<file path="config.mk">
export PLATFORM = sky130hd
export DESIGN_NAME = serial_byte_tx
export DESIGN_NICKNAME = d
export VERILOG_FILES = /design/src/rtl/serial_tx_pkg.sv /design/src/rtl/serial_byte_tx.sv
export SDC_FILE = /design/constraint.sdc
export NUM_CORES = 1
export LEC_CHECK = 0
export BUFFER_PORTS_ARGS = -buffer_cell sky130_fd_sc_hd__buf_4
export CORE_MARGIN = 2
export CORE_UTILIZATION = 50
export CTS_CLUSTER_DIAMETER = 40
export DETAILED_ROUTE_END_ITERATION = 12
export PLACE_DENSITY = 0.7
export SYNTH_ARGS = -nofsm -noshare
export SYNTH_HDL_FRONTEND = slang
export SYNTH_SLANG_ARGS = --single-unit
</file>
<file path="constraint.sdc">
create_clock -name clock -period 6.3 [get_ports clock]
set_clock_uncertainty 0.15 [all_clocks]
set_input_delay 1.26 -clock clock [delete_from_list [all_inputs] [get_ports clock]]
set_output_delay 1.26 -clock clock [all_outputs]
set_load 0.01 [all_outputs]
</file>
<file path="src/rtl/serial_tx_pkg.sv">
// Shared types and default timing for the bit-serial byte transmitter.
package serial_tx_pkg;

  typedef enum logic [2:0] {
    IDLE,
    WAIT_RDY,
    PRE,
    STROBE,
    GAP
  } state_t;

  localparam int unsigned DEF_WIDTH = 8;
  localparam int unsigned DEF_PRE   = 10;
  localparam int unsigned DEF_HOLD  = 10;
  localparam int unsigned DEF_GAP   = 10;

  function automatic int unsigned max3(input int unsigned a, input int unsigned b,
                                       input int unsigned c);
    int unsigned m;
    m = (a > b) ? a : b;
    return (m > c) ? m : c;
  endfunction

endpackage

</file>
<file path="src/rtl/serial_byte_tx.sv">
// Serializes one parallel word at a time, LSB first, as data/strobe pairs
// timed for the downstream deserializer; gated by a fresh status-high period.
module serial_byte_tx
  import serial_tx_pkg::*;
#(
  parameter int unsigned WIDTH       = DEF_WIDTH,
  parameter int unsigned PRE_CYCLES  = DEF_PRE,
  parameter int unsigned HOLD_CYCLES = DEF_HOLD,
  parameter int unsigned GAP_CYCLES  = DEF_GAP
) (
  input  logic             clock,
  input  logic             reset,
  input  logic [WIDTH-1:0] byte_in,
  input  logic             byte_valid_in,
  output logic             byte_ready_out,
  input  logic             status_in,
  output logic             data_out,
  output logic             write_out,
  output logic             busy_out,
  output logic             done_out
);

  localparam int unsigned CNT_W = $clog2(max3(PRE_CYCLES, HOLD_CYCLES, GAP_CYCLES) + 1);
  localparam int unsigned BIT_W = $clog2(WIDTH + 1);

  if (WIDTH == 0 || PRE_CYCLES == 0 || HOLD_CYCLES == 0 || GAP_CYCLES == 0) begin : g_bad_param
    $error("serial_byte_tx: WIDTH, PRE_CYCLES, HOLD_CYCLES and GAP_CYCLES must be non-zero");
  end

  state_t           state_q, state_d;
  logic [CNT_W-1:0] cnt_q, cnt_d;
  logic [BIT_W-1:0] bits_q, bits_d;
  logic [WIDTH-1:0] shift_q, shift_d, shift_nxt;
  logic             armed_q, armed_d;
  logic             ready_d, data_d, write_d, busy_d, done_d;
  logic             accept, cnt_zero, last_bit, start;

  assign accept    = (state_q == IDLE) && byte_valid_in && byte_ready_out;
  assign start     = status_in && armed_q;
  assign cnt_zero  = (cnt_q == '0);
  assign last_bit  = (bits_q == BIT_W'(WIDTH));
  assign shift_nxt = shift_q >> 1;

  // State register
  always_ff @(posedge clock or posedge reset) begin
    if (reset) state_q <= IDLE;
    else       state_q <= state_d;
  end

  // Next-state logic
  always_comb begin
    state_d = state_q;
    unique case (state_q)
      IDLE:     if (accept)   state_d = WAIT_RDY;
      WAIT_RDY: if (start)    state_d = PRE;
      PRE:      if (cnt_zero) state_d = STROBE;
      STROBE:   if (cnt_zero) state_d = GAP;
      GAP:      if (cnt_zero) state_d = last_bit ? IDLE : STROBE;
      default:                state_d = IDLE;
    endcase
  end

  // Datapath and output next values
  always_comb begin
    cnt_d   = cnt_q;
    bits_d  = bits_q;
    shift_d = shift_q;
    data_d  = data_out;
    write_d = write_out;
    busy_d  = busy_out;
    done_d  = 1'b0;
    // Any low status re-arms, so a status still high from the last word cannot start the next
    armed_d = armed_q | ~status_in;
    // Ready only once IDLE has been held for a full cycle, so never in the done cycle
    ready_d = (state_q == IDLE) && (state_d == IDLE);
    unique case (state_q)
      IDLE: begin
        if (accept) begin
          shift_d = byte_in;
          bits_d  = '0;
          busy_d  = 1'b1;
        end
      end
      WAIT_RDY: begin
        if (start) begin
          armed_d = 1'b0;
          data_d  = shift_q[0];
          cnt_d   = CNT_W'(PRE_CYCLES - 1);
        end
      end
      PRE: begin
        if (cnt_zero) begin
          write_d = 1'b1;
          cnt_d   = CNT_W'(HOLD_CYCLES - 1);
        end else begin
          cnt_d = cnt_q - CNT_W'(1);
        end
      end
      STROBE: begin
        if (cnt_zero) begin
          write_d = 1'b0;
          shift_d = shift_nxt;
          data_d  = shift_nxt[0];
          bits_d  = bits_q + BIT_W'(1);
          cnt_d   = CNT_W'(GAP_CYCLES - 1);
        end else begin
          cnt_d = cnt_q - CNT_W'(1);
        end
      end
      GAP: begin
        if (cnt_zero) begin
          if (last_bit) begin
            done_d = 1'b1;
            busy_d = 1'b0;
          end else begin
            write_d = 1'b1;
            cnt_d   = CNT_W'(HOLD_CYCLES - 1);
          end
        end else begin
          cnt_d = cnt_q - CNT_W'(1);
        end
      end
      default: begin
        cnt_d = '0;
      end
    endcase
  end

  // Datapath and output registers
  always_ff @(posedge clock or posedge reset) begin
    if (reset) begin
      cnt_q          <= '0;
      bits_q         <= '0;
      shift_q        <= '0;
      armed_q        <= 1'b1;
      byte_ready_out <= 1'b0;
      data_out       <= 1'b0;
      write_out      <= 1'b0;
      busy_out       <= 1'b0;
      done_out       <= 1'b0;
    end else begin
      cnt_q          <= cnt_d;
      bits_q         <= bits_d;
      shift_q        <= shift_d;
      armed_q        <= armed_d;
      byte_ready_out <= ready_d;
      data_out       <= data_d;
      write_out      <= write_d;
      busy_out       <= busy_d;
      done_out       <= done_d;
    end
  end

endmodule

</file>
After elaboration in Yosys (flattened, before gate mapping)
Cells that the tools add are included.
{ "op_classes": {"addsub": 2, "n_eq_ne": 13, "mux": 35, "n_bitwise": 3, "reduce_logical": 17} }
{ "op_table": {"columns": ["operator", "n"], "rows": [
  ["$mux W4", 6],
  ["$mux W8", 2],
  ["$pmux W4 S4", 1],
  ["$pmux W8 S2", 1],
  ["$mux W3", 5],
  ["$pmux W3 S5", 1],
  ["$mux W1", 14],
  ["$ne A2 B2 Y1 const B", 7],
  ["$reduce_and A3 Y1", 3],
  ["$pmux W4 S2", 1],
  ["$eq A3 B2 Y1 const B", 2],
  ["$logic_not A3 Y1", 2],
  ["$reduce_bool A2 Y1", 3],
  ["$reduce_and A5 Y1", 1],
  ["$add A4 B1 Y4 const B", 1],
  ["$eq A4 B4 Y1 const B", 1],
  ["$logic_and A1 B1 Y1", 4],
  ["$logic_not A4 Y1", 1],
  ["$pmux W1 S2", 2],
  ["$reduce_and A4 Y1", 1],
  ["$sub A4 B1 Y4 const B", 1],
  ["$eq A3 B1 Y1 const B", 1],
  ["$eq A3 B3 Y1 const B", 1],
  ["$ne A3 B3 Y1 const B", 1],
  ["other kinds (6)", 7]
]} }
{ "totals": {"reg_bits": 25, "input_bits": 12, "out_inout_bits": 5, "elab_cells": 80} }

Longest topological paths before layout
{ "logic_depth": {"word_depth": 7, "ltp_mapped": 7, "mapped_depth_nobuf": 6} }

Worst setup path before layout
No wires, ideal clock.
{ "synth_timing": {"kind": "input -> register", "startpoint": "input port status_in", "endpoint": "register data_out", "setup_time_ps": 125, "arrival_time_ps": 2040, "required_time_ps": 6025, "slack_ps": 3986, "path_stages": 4, "n_path_buf": 0, "cell_sequence": "nand2_1 -> or2_2 -> a21oi_1 -> mux2_2"} }
{ "synth_between": {"elab_chain_cells": 3} }
{ "synth_lines": {"columns": ["item", "line_no", "source"], "rows": [
  ["start, declared", "serial_byte_tx.sv:16", "input logic status_in,"],
  ["$logic_and A1 B1 Y1", "serial_byte_tx.sv:39", "assign start = status_in && armed_q;"],
  ["$ne A2 B2 Y1 (no line)", null, null],
  ["$reduce_and A3 Y1 (no line)", null, null],
  ["end signal, assigned", "serial_byte_tx.sv:147", "data_out <= data_d;"],
  ["end, declared", "serial_byte_tx.sv:17", "output logic data_out,"]
]} }
No other way between the ends.
A chain may end at the register's enable or synchronous reset.

Worst setup path in the final report
{ "layout_timing": {"startpoint": "register cnt_q[0]", "endpoint": "register data_out"} }
{ "layout_between": {"elab_chain_cells": 3} }
{ "layout_lines": {"columns": ["item", "line_no", "source"], "rows": [
  ["start, declared", "serial_byte_tx.sv:31", "logic [CNT_W-1:0] cnt_q, cnt_d;"],
  ["start signal, assigned", "serial_byte_tx.sv:142", "cnt_q <= cnt_d;"],
  ["$logic_not A4 Y1", "serial_byte_tx.sv:40", "assign cnt_zero = (cnt_q == '0);"],
  ["$ne A2 B2 Y1 (no line)", null, null],
  ["$reduce_and A3 Y1 (no line)", null, null]
]} }
No other way between the ends.

==> key figures <==
Yosys
  • FFs w/ async S/R, synth: 100%
  • Sequential-to-total area share from yosys stat: 47.0%
  • Synth unique cells: 41
  • Syn_area_per_cell: 9.01 sq um
  • Largest area contributor in the netlist: dfrtp_1
  • Cells taking the most area after synthesis: dfrtp_1 (45%), nand2_1 (7.6%), nor2_1 (5.3%)
  • Most used flip-flop cell after synthesis: dfrtp_1
  • Syn nets: 164
  • Number of synthesized flops with an enable pin: 0
  • Yosys top cell area share: 45.0%
  • Synthesized instance count: 148
  • Yosys warnings: 0
  • Count of state elements after synthesis: 25
  • Top-count cell post-synth: nand2_1
  • Mapped cell area: 0.00133 sq mm
  • Leading cell types by count after synthesis: nand2_1 (27), dfrtp_1 (24), nor2_1 (19)

Cells and area
  • Nets@finish: 178
  • Fill count: 232
  • Area Overhead vs Synth: 11.1%
  • Final core utilization: 59.3%
  • ANT cells: 0
  • Share of layout cells above drive strength 1: 17.4%

STA
  • Headroom to the max-slew limit: 38.4%
  • Final Hold Fails: 0
  • Pins Over Slew Limit: 0
  • Worst Tran Pin Value: 0.923 ns
  • Final worst path period share: 38.7%
  • Fmax: 410 MHz
  • Finish-stage setup viols: 0
  • Setup_tns: 0 ns
  • RSZ-0062 raised after global routing: no
  • Min Tclk post-route: 2.44 ns

Routing
  • DR DRC count: 0
  • Pre-antenna DRT Iters: 4
  • Antenna violation net count after detailed routing: 0
  • WL final: 2730 microns
  • Vias: 1115
  • Wire per inst: 14.3 microns
  • First DRT Iteration DRCs: 59
  • Vias per cell: 5.84

Critical path
  • CP startpoint kind: flip-flop
  • Crit path arrival time: 2.50 ns
  • Crit path required time: 6.37 ns
  • Worst-path maximum fanout: 7
  • Worst stage delay on the critical path: 0.69 ns
  • CP cell instances: inv_1, ha_1, nor3b_1, nand2_1, a21oi_1, mux2_2
  • Critical Path Slowest Stage Cell: nor3b_1
  • Crit Path Class: flip-flop to flip-flop
  • Worst Setup End Kind: flip-flop

Pwr
  • Switch Pwr: 53.0 uW
  • Comb pwr share: 3.6%
  • Power share of the clock group: 30.0%
  • Reg power frac: 66.4%
  • Int Power: 189 uW
  • Pwr Density: 163 mW/mm^2
  • Worst IR Drop VDD: 0.133 mV
  • P_leak: 0.668 nW
  • Switching Share: 21.9%

Clocking
  • Setup repair bufs after CTS: 0
  • Clock-pin slew on the worst setup and hold paths: 0.14 ns
  • Post-CTS Hold Buffers: 0
  • CTS max path bufs: 2
  • Num CTS Buffers: 3
  • Cts repair resizes: 0
  • Root Buffer: clkbuf_4
  • Skew-Pair Late Insertion Delay: 0.31 ns
  • CTS tree: built
  • H-tree Lvls: 1
  • # clock sinks: 25

Floorplanning
  • Core Region: 0.00250 sq mm
  • Horiz. Die Dim: 55.7 microns
  • Vert. Die Dim: 55.7 microns
  • Die area: 0.00310 sq mm
  • I/O pins: 17
  • Rows: 18
  • Initial Util: 53.4%

Global route
  • Initial antenna violation count: 0
  • First-pass GRT wire length: 4600 microns
  • GRT Util Overall: 18.5%
  • GRT Residual Overflow: 0
  • Vias in the first global route: 1032
  • Largest net degree at the start of global routing: 26

Status
  • Status: finished, final reports clean

Run
  • Number of max-cap violations: 0

Place
  • Buffers on Ports: 16
  • Placer Congestion: 0.800
  • DP Wirelength: 1910 microns

Hold path
  • Hold crit path type: flip-flop to flip-flop
critical path, delay by kind of cell, from the launching register on:
kind,cells,cell delay [ns]
AO/OA/AOI/OAI,1,0.19
adder cells (fa/ha/maj),1,0.20
buffers and inverters,1,0.11
flip-flops,1,0.43
multiplexers,1,0.35
AND/OR/NAND/NOR,2,0.92
worst paths after layout:
| check | from | endpoint | slack, ns | depth (start not counted) |
|---|---|---|---|---|
| max | cnt_q[0] | data_out | 3.86 | 6 |
| min | armed_q | armed_q | 0.39 | 2 |
| max reg2reg | cnt_q[0] | data_out | 3.86 | 6 |
| min reg2reg | armed_q | armed_q | 0.39 | 2 |
| max in group asynchronous | reset | write_out | 4.46 | 2 |
| min in group asynchronous | reset | shift_q[6] | 0.98 | 2 |
placed cells by master (no fill, tap or decap), drive strengths merged, types with 2 or more instances in the layout:
master,n
nand2b,2
a31oi,8
nor3b,2
nor2,19
mux2,2
clkbuf,3
nor2b,3
o21ai,9
nand3b,2
buf,16
ha,4
a21oi,4
and3b,2
a21o,2
inv,7
nand2,27
nand3,2
dfrtp,24
per-layer routing:
metal  up-vias  share of wire, %  global-route usage [%]
li1        539                 -                       -
met1       535                47                    27.1
met2        34                46                    27.2
met3         7               5.3                    2.79
met4         0               1.4                    8.01
met5         -                 0                       0
area by class of cell:
type                    count  area, sq um  area share [%]
clock inverters             1         5.00           0.338
inverters                   7         26.3            1.77
clock buffers               3         22.5            1.52
multi-input cells         109          643            43.4
flip-flops and latches     25          627            42.3
well taps                  30         37.5            2.53
repair buffers             16          120            8.11
registers in the layout, summed over array words and instances (netlist names):
signal	cells
done_out	1
cnt_q	4
busy_out	1
state_q	3
write_out	1
data_out	1
byte_ready_out	1
armed_q	1
shift_q	8
bits_q	4
metrics by stage:
stage / cell area (sq um) / cells / setup slack [ns] / power [mW] / hold slack, ns
global placement: 1450 / 187 / 3.86 / 0.172 / 0.336
detailed placement: 1450 / 187 / 3.82 / 0.172 / 0.360
floorplan: 1330 / 148 / 3.99 / 0.166 / 0.322
CTS: 1480 / 191 / 3.90 / 0.244 / 0.380
global route: 1480 / 191 / 3.78 / 0.250 / 0.410
finish: 1480 / 191 / 3.86 / 0.242 / 0.392
cells by family after synthesis:
kind of cell	Yosys count	share of synthesized area (%)
xor+xnor	2	1.31
simple gates	68	24.3
buf+inv	14	4.78
compound gates	33	17.2
mux	2	1.69
flops	25	47.0
fa+ha+maj	4	3.75
power by group through the flow:
| stage | logic, mW | clock network [mW] | registers (mW) |
|---|---|---|---|
| 2_1_floorplan | 0.00263 | 0 | 0.164 |
| 3_3_place_gp | 0.00877 | 0 | 0.164 |
| 3_5_place_dp | 0.00893 | 0 | 0.164 |
| 4_1_cts | 0.00894 | 0.0748 | 0.161 |
| 5_1_grt | 0.0100 | 0.0796 | 0.161 |
| 6_report | 0.00858 | 0.0726 | 0.161 |
No activity file was read; power rests on OpenSTA's default activity.
